## config.mk

```make
export PLATFORM = sky130hd
export DESIGN_NAME = hwag_wheel_gen
export DESIGN_NICKNAME = d
export VERILOG_FILES = /design/src/rtl/hwag_wheel_gen.sv
export SDC_FILE = /design/constraint.sdc
export NUM_CORES = 1
export LEC_CHECK = 0
export CORE_MARGIN = 4
export CORE_UTILIZATION = 29
export DETAILED_ROUTE_END_ITERATION = 10
export SETUP_SLACK_MARGIN = 0.02
export SYNTH_ARGS = -nofsm -noshare
export SYNTH_HDL_FRONTEND = slang
export SYNTH_SLANG_ARGS = --single-unit
export TNS_END_PERCENT = 100
```

## constraint.sdc

```tcl
create_clock -name clk -period 6.55 [get_ports clk]
set_input_delay 1.31 -clock clk [delete_from_list [all_inputs] [get_ports clk]]
set_output_delay 1.31 -clock clk [all_outputs]
set_load 0.01 [all_outputs]
```

## src/rtl/hwag_wheel_gen.sv

```systemverilog
// Crank trigger-wheel emulator: missing-tooth square wave (e.g. 60-2) from a programmable tooth period.
// Latency: all outputs registered; wheel_out/busy respond one edge after ena is sampled.
// Backpressure: none; free-running generator, period writes are shadowed and applied per position.
//
// Ports:
//   clk, rst            : clock and synchronous active-low reset
//   ena                 : level-sensitive generator enable
//   cfg_we, cfg_period  : shadow period write strobe and value (tooth period in clocks)
//   teeth_total/missing : N positions per revolution, M missing at the end (sampled at start)
//   wheel_out           : emulated crank signal
//   tooth_pos           : current wheel position 0..N-1
//   gap_start/rev_pulse : one-cycle pulses at position N-M and position 0
//   cfg_err, busy       : invalid configuration while enabled / generator running
module hwag_wheel_gen #(
    parameter int PW = 24,
    parameter int TW = 8
) (
    input  logic          clk,
    input  logic          rst,
    input  logic          ena,
    input  logic          cfg_we,
    input  logic [PW-1:0] cfg_period,
    input  logic [TW-1:0] teeth_total,
    input  logic [TW-1:0] teeth_missing,
    output logic          wheel_out,
    output logic [TW-1:0] tooth_pos,
    output logic          gap_start,
    output logic          rev_pulse,
    output logic          cfg_err,
    output logic          busy
);

    typedef enum logic {
        IDLE = 1'b0,
        RUN  = 1'b1
    } state_t;

    state_t        state_q, state_d;
    logic [PW-1:0] shadow_q;
    logic [PW-1:0] per_q, per_d;
    logic [PW-1:0] phase_q, phase_d;
    logic [TW-1:0] pos_q, pos_d;
    logic [TW-1:0] n_q, n_d;
    // First missing position (N-M); positions below it carry a real tooth.
    logic [TW-1:0] lim_q, lim_d;
    logic          wheel_d, gap_d, rev_d, err_d;
    logic          cfg_ok;
    logic          last_phase;
    logic [PW-1:0] shadow_clamped;

    // A period below 2 would leave no room for both a high and a low phase.
    assign shadow_clamped = (shadow_q < PW'(2)) ? PW'(2) : shadow_q;

    assign cfg_ok = (teeth_total >= TW'(2)) &&
                    (teeth_missing != '0) &&
                    (teeth_missing < teeth_total) &&
                    (shadow_q != '0);

    assign last_phase = (phase_q == per_q - PW'(1));

    always_comb begin
        state_d = state_q;
        per_d   = per_q;
        phase_d = phase_q;
        pos_d   = pos_q;
        n_d     = n_q;
        lim_d   = lim_q;
        gap_d   = 1'b0;
        rev_d   = 1'b0;
        err_d   = 1'b0;
        case (state_q)
            IDLE: begin
                phase_d = '0;
                pos_d   = '0;
                if (ena) begin
                    if (cfg_ok) begin
                        // Initial start is not a revolution event: no rev_pulse here.
                        state_d = RUN;
                        per_d   = shadow_clamped;
                        n_d     = teeth_total;
                        lim_d   = teeth_total - teeth_missing;
                    end else begin
                        err_d = 1'b1;
                    end
                end
            end
            RUN: begin
                if (!ena) begin
                    // Abandon any partial tooth immediately.
                    state_d = IDLE;
                    phase_d = '0;
                    pos_d   = '0;
                end else if (last_phase) begin
                    // Boundary copy reads the pre-write shadow, so a same-cycle
                    // cfg_we only takes effect from the following position.
                    phase_d = '0;
                    per_d   = shadow_clamped;
                    pos_d   = (pos_q == n_q - TW'(1)) ? '0 : pos_q + TW'(1);
                    rev_d   = (pos_d == '0);
                    gap_d   = (pos_d == lim_q);
                end else begin
                    phase_d = phase_q + PW'(1);
                end
            end
            default: state_d = IDLE;
        endcase
        // Output is computed from the next state so it can be registered with it.
        wheel_d = (state_d == RUN) && (pos_d < lim_d) && (phase_d < (per_d >> 1));
    end

    always_ff @(posedge clk) begin
        if (!rst) begin
            state_q   <= IDLE;
            shadow_q  <= '0;
            per_q     <= '0;
            phase_q   <= '0;
            pos_q     <= '0;
            n_q       <= '0;
            lim_q     <= '0;
            wheel_out <= 1'b0;
            gap_start <= 1'b0;
            rev_pulse <= 1'b0;
            cfg_err   <= 1'b0;
        end else begin
            if (cfg_we) begin
                shadow_q <= cfg_period;
            end
            state_q   <= state_d;
            per_q     <= per_d;
            phase_q   <= phase_d;
            pos_q     <= pos_d;
            n_q       <= n_d;
            lim_q     <= lim_d;
            wheel_out <= wheel_d;
            gap_start <= gap_d;
            rev_pulse <= rev_d;
            cfg_err   <= err_d;
        end
    end

    assign tooth_pos = pos_q;
    assign busy      = (state_q == RUN);

endmodule
```

==> results.md, run 1 <==
- Vias in the first global route: 5,400
- CP Launch Type: primary input
- Post-synth EDFFs: 0
- I/O Buffers: 56
- Post-CTS Hold Buffers: 0
- Slowest stage delay, CP: 0.48 ns
- Total clock sinks: between 100 and 150
- FF+latch count, synth: just over 100
- Depth of the CTS H-tree: 3
- Hold Crit Depth: 2
- Vias: 5,844
- Die Ht: 158.4 um
- Number of antenna diodes: 0
- Main synth FF type: dfxtp_1
- Worst Hold Class: reg2reg
- Cts bufs inserted: 9
- WS Path Type: in2reg
- Largest net degree at the start of global routing: 37
- Tot GR Track Use: 14.74%
- Min cycle time layout: 5.886 ns
- Mapped Cells: 813
- Fin. max-slew vios: 0
- Synth-to-Final Area Change: 17.65%
- CTS tree: built
- DR pass1 iterations: 4
- Setup_tns: 0 ns
- Post-layout util: 35.03%
- Crit. End Element: flop
- Post-detailed-placement half-perimeter wirelength: 14,420 um
- Hold_sp: n_q[6]
- Initial antenna violation count: 0
- CP Max Fanout: 24
- Endpoints failing hold: 0
- Worst Reg-to-Reg Cells: 21
- Crit path arrival time: ~6 ns
- Max Cap Viol: 0
- Clk Latency, worst-skew pair: around 0.36 ns
- Fmax achieved: between 0.15 and 0.2 GHz
- CTS Buffer Depth: 2
- Congestion Overflow GR: 0
- Tcrit/Tclk final: 89.86%
- Total Nets Final: 938
- Post-synth ARST share: 0%
- Post-synthesis cell area: 0.006558 mm2
- YS warnings: 0
- Post_cts resized: 0
- Slowest CP cell: clkdlybuf4s50_1
- Area of the die: 0.02508 mm2
- Die Width: 158.4 um
- 1st-iter DRT viols: 391
- Critical Path RT: 6.83 ns
- LEAKAGE: between 2 and 3 nW
- FILL cells: about 2,400
- Setup violators final: 0
- Actual slew at the worst max-slew pin: 1.058 ns
- Hold Path Sink: n_q[6]
- Num ports: 57
- FP Rows: 54
- Status: finished, final reports clean
- Synth Net Count: 899
- Buffers plus inverters on the worst setup path: 2
- Rel. slew slack: 29.29%
- Kind of cell adding the most delay to the critical path: compound AO/OA/AOI/OAI gates
- Clk root buf: clkbuf_16
- Post-synthesis sequential area ratio: between 30% and 40%
- Worst flop-to-flop path endpoint: wheel_out
- Fraction of final layout cells sized beyond drive strength 1: about 4.4%
- DR WL/cell: 16.43 um
- R2r setup slk: a little under 0.8 ns
- Synth unique cells: 67
- Worst r2r src: per_q[0]
- Instance count on the critical path: 21
- Drt drc: 0
- Post-DRT Antenna Nets: 0
- Power Density: 203.2 mW/mm2
- Peak supply drop: 118.1 uV
- Post-Route WL: approximately 19,000 um
- Synth Area per Inst: around 8 um2
- Gp weighted congestion: 0.8739
- Setup bufs post-CTS: 0
- Clock transition at path regs: approximately 0.070 ns
- Initial Utilization: 29.77%
- Via density: 5.140
- Final Skew: 0.009761 ns
- RSZ-0062 raised after global routing: false
- Core Footprint: 0.02203 mm2
- Global-route wire length before repair: 29,350 um
- Crit-path cells: clkdlybuf4s50_1 > inv_1 > ha_1 > fa_1 > nor2b_1 > o31a_1 > o21ai_0 > a311oi_1 > nand3b_1 > o21ai_4 > mux2i_1 > ha_1 > a21o_1 > a211oi_1 > o21bai_1 > a21oi_1 > nor2_1 > or4_1 > a31oi_1 > nand4_1 > a21oi_1
==> sequential cells by signal (all words and copies together), names as in the netlist <==
register	count
lim_q	8
cfg_err	1
busy	1
phase_q	24
tooth_pos	8
n_q	8
per_q	24
shadow_q	24
rev_pulse	1
wheel_out	1
gap_start	1
==> cells in the final DEF, fill, tap and decap left out, types with 4 or more instances in the layout <==
cell             Yosys  routed
dfxtp_1            101     101
or3_1               10      10
and2_1               8       8
a21oi_1             33      33
inv_1               25      25
clkbuf_16            0       9
clkdlybuf4s50_1      0      56
and3_1               7       7
ha_1                41      41
nor4b_1              6       5
xnor2_1             43      43
o32ai_1              4       4
or4_1                6       6
nand3_1             23      23
nand4_1             18      18
a21o_1               6       6
mux2i_1             51      51
nor4_1              17      17
nor2_1             147     147
nand3b_1             7       7
xor2_1              31      31
a31oi_1             12      12
nor2b_1             11      11
buf_4                2      10
a211oi_1             8       8
nand2_1             55      55
nor3_1              31      31
o21ai_0             21      21
==> tightest hold or removal path, cell delays in order (launching register included) <==
cell,delay [ns]
dfxtp_1,0.33
nand2_1,0.06
a21oi_1,0.05
==> Yosys cell counts (all sizes together), types with 12 or more instances <==
library cell	instances	share of area, %
a21oi	33	2.5
a31oi	12	1.1
clkbuf	33	1.9
dfxtp	101	31
ha	41	7.8
inv	25	1.4
mux2i	51	7.8
nand2	55	3.1
nand3	23	1.8
nand4	18	1.7
nor2	147	8.4
nor3	31	2.4
nor4	19	2.1
o21ai	22	1.9
xnor2	43	5.7
xor2	31	4.1
==> report_power, final <==
| group | internal (mW) | switching [mW] |
|---|---|---|
| registers | 0.635 | 0.0291 |
| logic | 0.146 | 0.172 |
| clock network | 0.337 | 0.249 |
==> routing by layer <==
| metal | up-vias | GRT usage (%) | share of wire, % |
|---|---|---|---|
| met5 | - | 0 | 0 |
| met4 | 0 | 3.452 | 1.4 |
| met3 | 20 | 2.664 | 5.4 |
| met2 | 147 | 21.98 | 43 |
| met1 | 2724 | 21.99 | 51 |
| li1 | 2953 | - | - |
==> cell type report <==
type,instances,area [um2],share of cell area (%)
Multi-Input combinational cell,647,4282,55.50
Clock buffer,9,225.2,2.919
Clock inverter,7,98.84,1.281
Tap cell,280,350.3,4.541
Timing Repair Buffer,66,635.6,8.239
Inverter,27,101.3,1.314
Sequential cell,101,2022,26.21
==> through the flow <==
| stage | std cells | setup slack [ns] | cell area [um2] | power (mW) | hold slack (ns) |
|---|---|---|---|---|---|
| finish | 1137 | 0.6641 | 7715 | 1.568 | 0.4787 |
| global route | 1137 | 0.1894 | 7715 | 1.642 | 0.4916 |
| CTS | 1137 | 0.6967 | 7715 | 1.580 | 0.4768 |
| detailed placement | 1121 | 0.3550 | 7391 | 0.9914 | 0.4671 |
| global placement | 1121 | 0.4542 | 7391 | 0.9897 | 0.4592 |
| floorplan | 813 | 1.228 | 6558 | 0.8910 | 0.4451 |
==> kinds of logic (layout without fill, tap and decap cells) <==
group | count (synthesis) | count (layout) | share of synthesized area [%]
flip-flops | 101 | 101 | 30.83
AO/OA/AOI/OAI | 120 | 120 | 12.56
XOR/XNOR | 74 | 74 | 9.884
AND/OR/NAND/NOR | 359 | 359 | 26.67
adder cells (fa/ha/maj) | 42 | 42 | 8.128
multiplexers | 52 | 52 | 7.956
buffers and inverters | 65 | 109 | 3.969
==> how the worst max path moves through the flow <==
stage	from	to
2_1_floorplan	teeth_total[0]	wheel_out
3_3_place_gp	teeth_total[0]	wheel_out
3_5_place_dp	teeth_total[0]	wheel_out
4_1_cts	teeth_total[0]	wheel_out
5_1_grt	teeth_total[0]	wheel_out
6_report	teeth_total[0]	wheel_out
Note: power is estimated with default switching activity, not from simulation.
==> run 2: changes to the inputs <==
- CORE_MARGIN: 4 -> default
==> run 2 against run 1 <==
Compared with the run above: the flow now finishes with violations (DRC); register-to-register slack improved by 0.06 ns; setup slack got worse by 0.031 ns; total power increased by 4.5%; design area increased by 0.49%; cell count about the same; sequential power about the same; die area decreased by 7.4%; clock skew about the same; clock power increased by 12%; worst hold slack got worse by 0.0068 ns; critical path type unchanged.
==> results.md, run 2 (same netlist as run 1, synthesis figures left out) <==
- Clock transition at path regs: 0.07 ns
- Synth-to-Final Area Change: 18.22%
- Power Density: ~210 mW/mm2
- WS Path Type: in2reg
- Vias in the first global route: roughly 5,500
- Via density: 5.152
- Gp weighted congestion: 0.8491
- Area of the die: 0.02322 mm2
- Most frequent cells in the layout: nor2_1, dfxtp_1, clkdlybuf4s50_1, nand2_1, mux2i_1
- Worst r2r src: per_q[0]
- Post-CTS Hold Buffers: 0
- Worst flop-to-flop path endpoint: wheel_out
- CP Max Fanout: 20
- I/O Buffers: 56
- Congestion Overflow GR: 0
- Setup bufs post-CTS: 0
- Most common cell after layout, fill and taps aside: nor2_1
- Core Footprint: 0.02203 mm2
- Tot GR Track Use: 16.04%
- LEAKAGE: 2.950 nW
- Setup violators final: 0
- Global-route wire length before repair: 29,700 um
- Rel. slew slack: 22.32%
- Die Ht: between 150 and 200 um
- 1st-iter DRT viols: 356
- Top flop regs: per_q x24, phase_q x24, shadow_q x24
- Hold Crit Depth: 2
- Post-DRT Antenna Nets: 0
- DR pass1 iterations: 7
- Crit. End Element: flop
- Fmax achieved: 0.1690 GHz
- Num ports: between 50 and 60
- Fraction of final layout cells sized beyond drive strength 1: 4.322%
- Hold Path Sink: n_q[7]
- Worst Hold Class: reg2reg
- Max Cap Viol: 0
- Crit path arrival time: 6.20 ns
- Peak supply drop: about 150 uV
- Failing checks: DRC
- CTS Buffer Depth: 2
- RSZ-0062 raised after global routing: false
- Endpoints failing hold: 0
- Fin. max-slew vios: 0
- Power, Total: around 1.6 mW
- Die Width: around 150 um
- Clk Latency, worst-skew pair: 0.36 ns
- Post-detailed-placement half-perimeter wirelength: 14,080 um
- CP Launch Type: primary input
- Depth of the CTS H-tree: 3
- Worst Reg-to-Reg Cells: 21
- Final Skew: 0.009344 ns
- Pre-CTS WS: 0.3320 ns
- Setup_tns: 0 ns
- Total Nets Final: about 940
- Tcrit/Tclk final: 90.33%
- Min cycle time layout: 5.917 ns
- Critical Path RT: 6.84 ns
- Drt drc: 4
- Hold_sp: n_q[7]
- Post_cts resized: 0
- Cts bufs inserted: 9
- Actual slew at the worst max-slew pin: 1.162 ns
- Initial Utilization: between 20% and 30%
- FP Rows: 54
- Status: complete, but fails checks
- Worst setup margin: 0.6333 ns
- Post-Route WL: roughly 18,000 um
- Number of antenna diodes: 0
- Clk root buf: clkbuf_16
- R2r setup slk: 0.84 ns
- Total clock sinks: 101
- DR WL/cell: 16.04 um
- Largest net degree at the start of global routing: 43
- Vias: 5,853
- CTS tree: built
- Initial antenna violation count: 0
-- run 2: changes by cell type in the layout (fill, tap and decap cells not counted), sizes merged --
cell / previous run / this run
bufinv: 2 / 4
clkinv: 4 / 2
inv: 27 / 26
-- run 2: worst max-delay path by stage --
stage | start | to | slack, ns | cells after the start
2_1_floorplan | teeth_total[0] | wheel_out | 1.23 | 21
3_3_place_gp | teeth_total[0] | wheel_out | 0.46 | 21
5_1_grt | teeth_total[0] | wheel_out | 0.23 | 21
3_5_place_dp | teeth_total[0] | wheel_out | 0.33 | 21
4_1_cts | teeth_total[0] | wheel_out | 0.67 | 21
6_report | teeth_total[0] | wheel_out | 0.63 | 21
-- run 2: cell type report --
| class | instances | area [um2] |
|---|---|---|
| clock inverter | 6 | 136.4 |
| tap | 280 | 350.3 |
| timing repair buffer | 66 | 635.6 |
| sequential | 101 | 2022 |
| clock buffer | 9 | 225.2 |
| inverter | 27 | 101.3 |
| multi-input combinational | 647 | 4282 |
| fill | 2304 | 14270 |
-- run 2: per-stage QoR --
step | hold WS (ns) | instances | area [um2] | util, %
2_1_floorplan | 0.4451 | 813 | 6558 | -
6_report | 0.4719 | 1136 | 7752 | 35.20
3_3_place_gp | 0.4572 | 1121 | 7391 | 33.55
4_1_cts | 0.4710 | 1136 | 7752 | 35.20
5_1_grt | 0.5073 | 1136 | 7752 | 35.20
3_5_place_dp | 0.4616 | 1121 | 7391 | 33.55
-- run 2: where the power goes --
part	switching, mW	internal, mW	total (mW)
registers	0.0281	0.635	0.663
clock network	0.245	0.411	0.656
logic	0.173	0.146	0.319
total	0.447	1.19	1.64
-- run 2: critical path, stage by stage --
cell             delay (ns)
clkdlybuf4s50_1        0.48
inv_1                  0.05
ha_1                   0.21
fa_1                   0.38
nor2b_1                0.21
o31a_1                 0.17
o21ai_0                0.10
a311oi_1               0.44
nand3b_1               0.23
o21ai_4                0.37
mux2i_1                0.33
ha_1                   0.27
a21o_1                 0.16
a211oi_1               0.22
o21bai_1               0.10
a21oi_1                0.16
nor2_1                 0.05
or4_1                  0.41
a31oi_1                0.24
nand4_1                0.14
a21oi_1                0.15
-- run 2: layer usage --
layer  routed length, um  track usage (%)
met1                9379            23.21
met2                7676            23.61
met3                 782            3.100
met4                 378            5.199
met5                   0                0
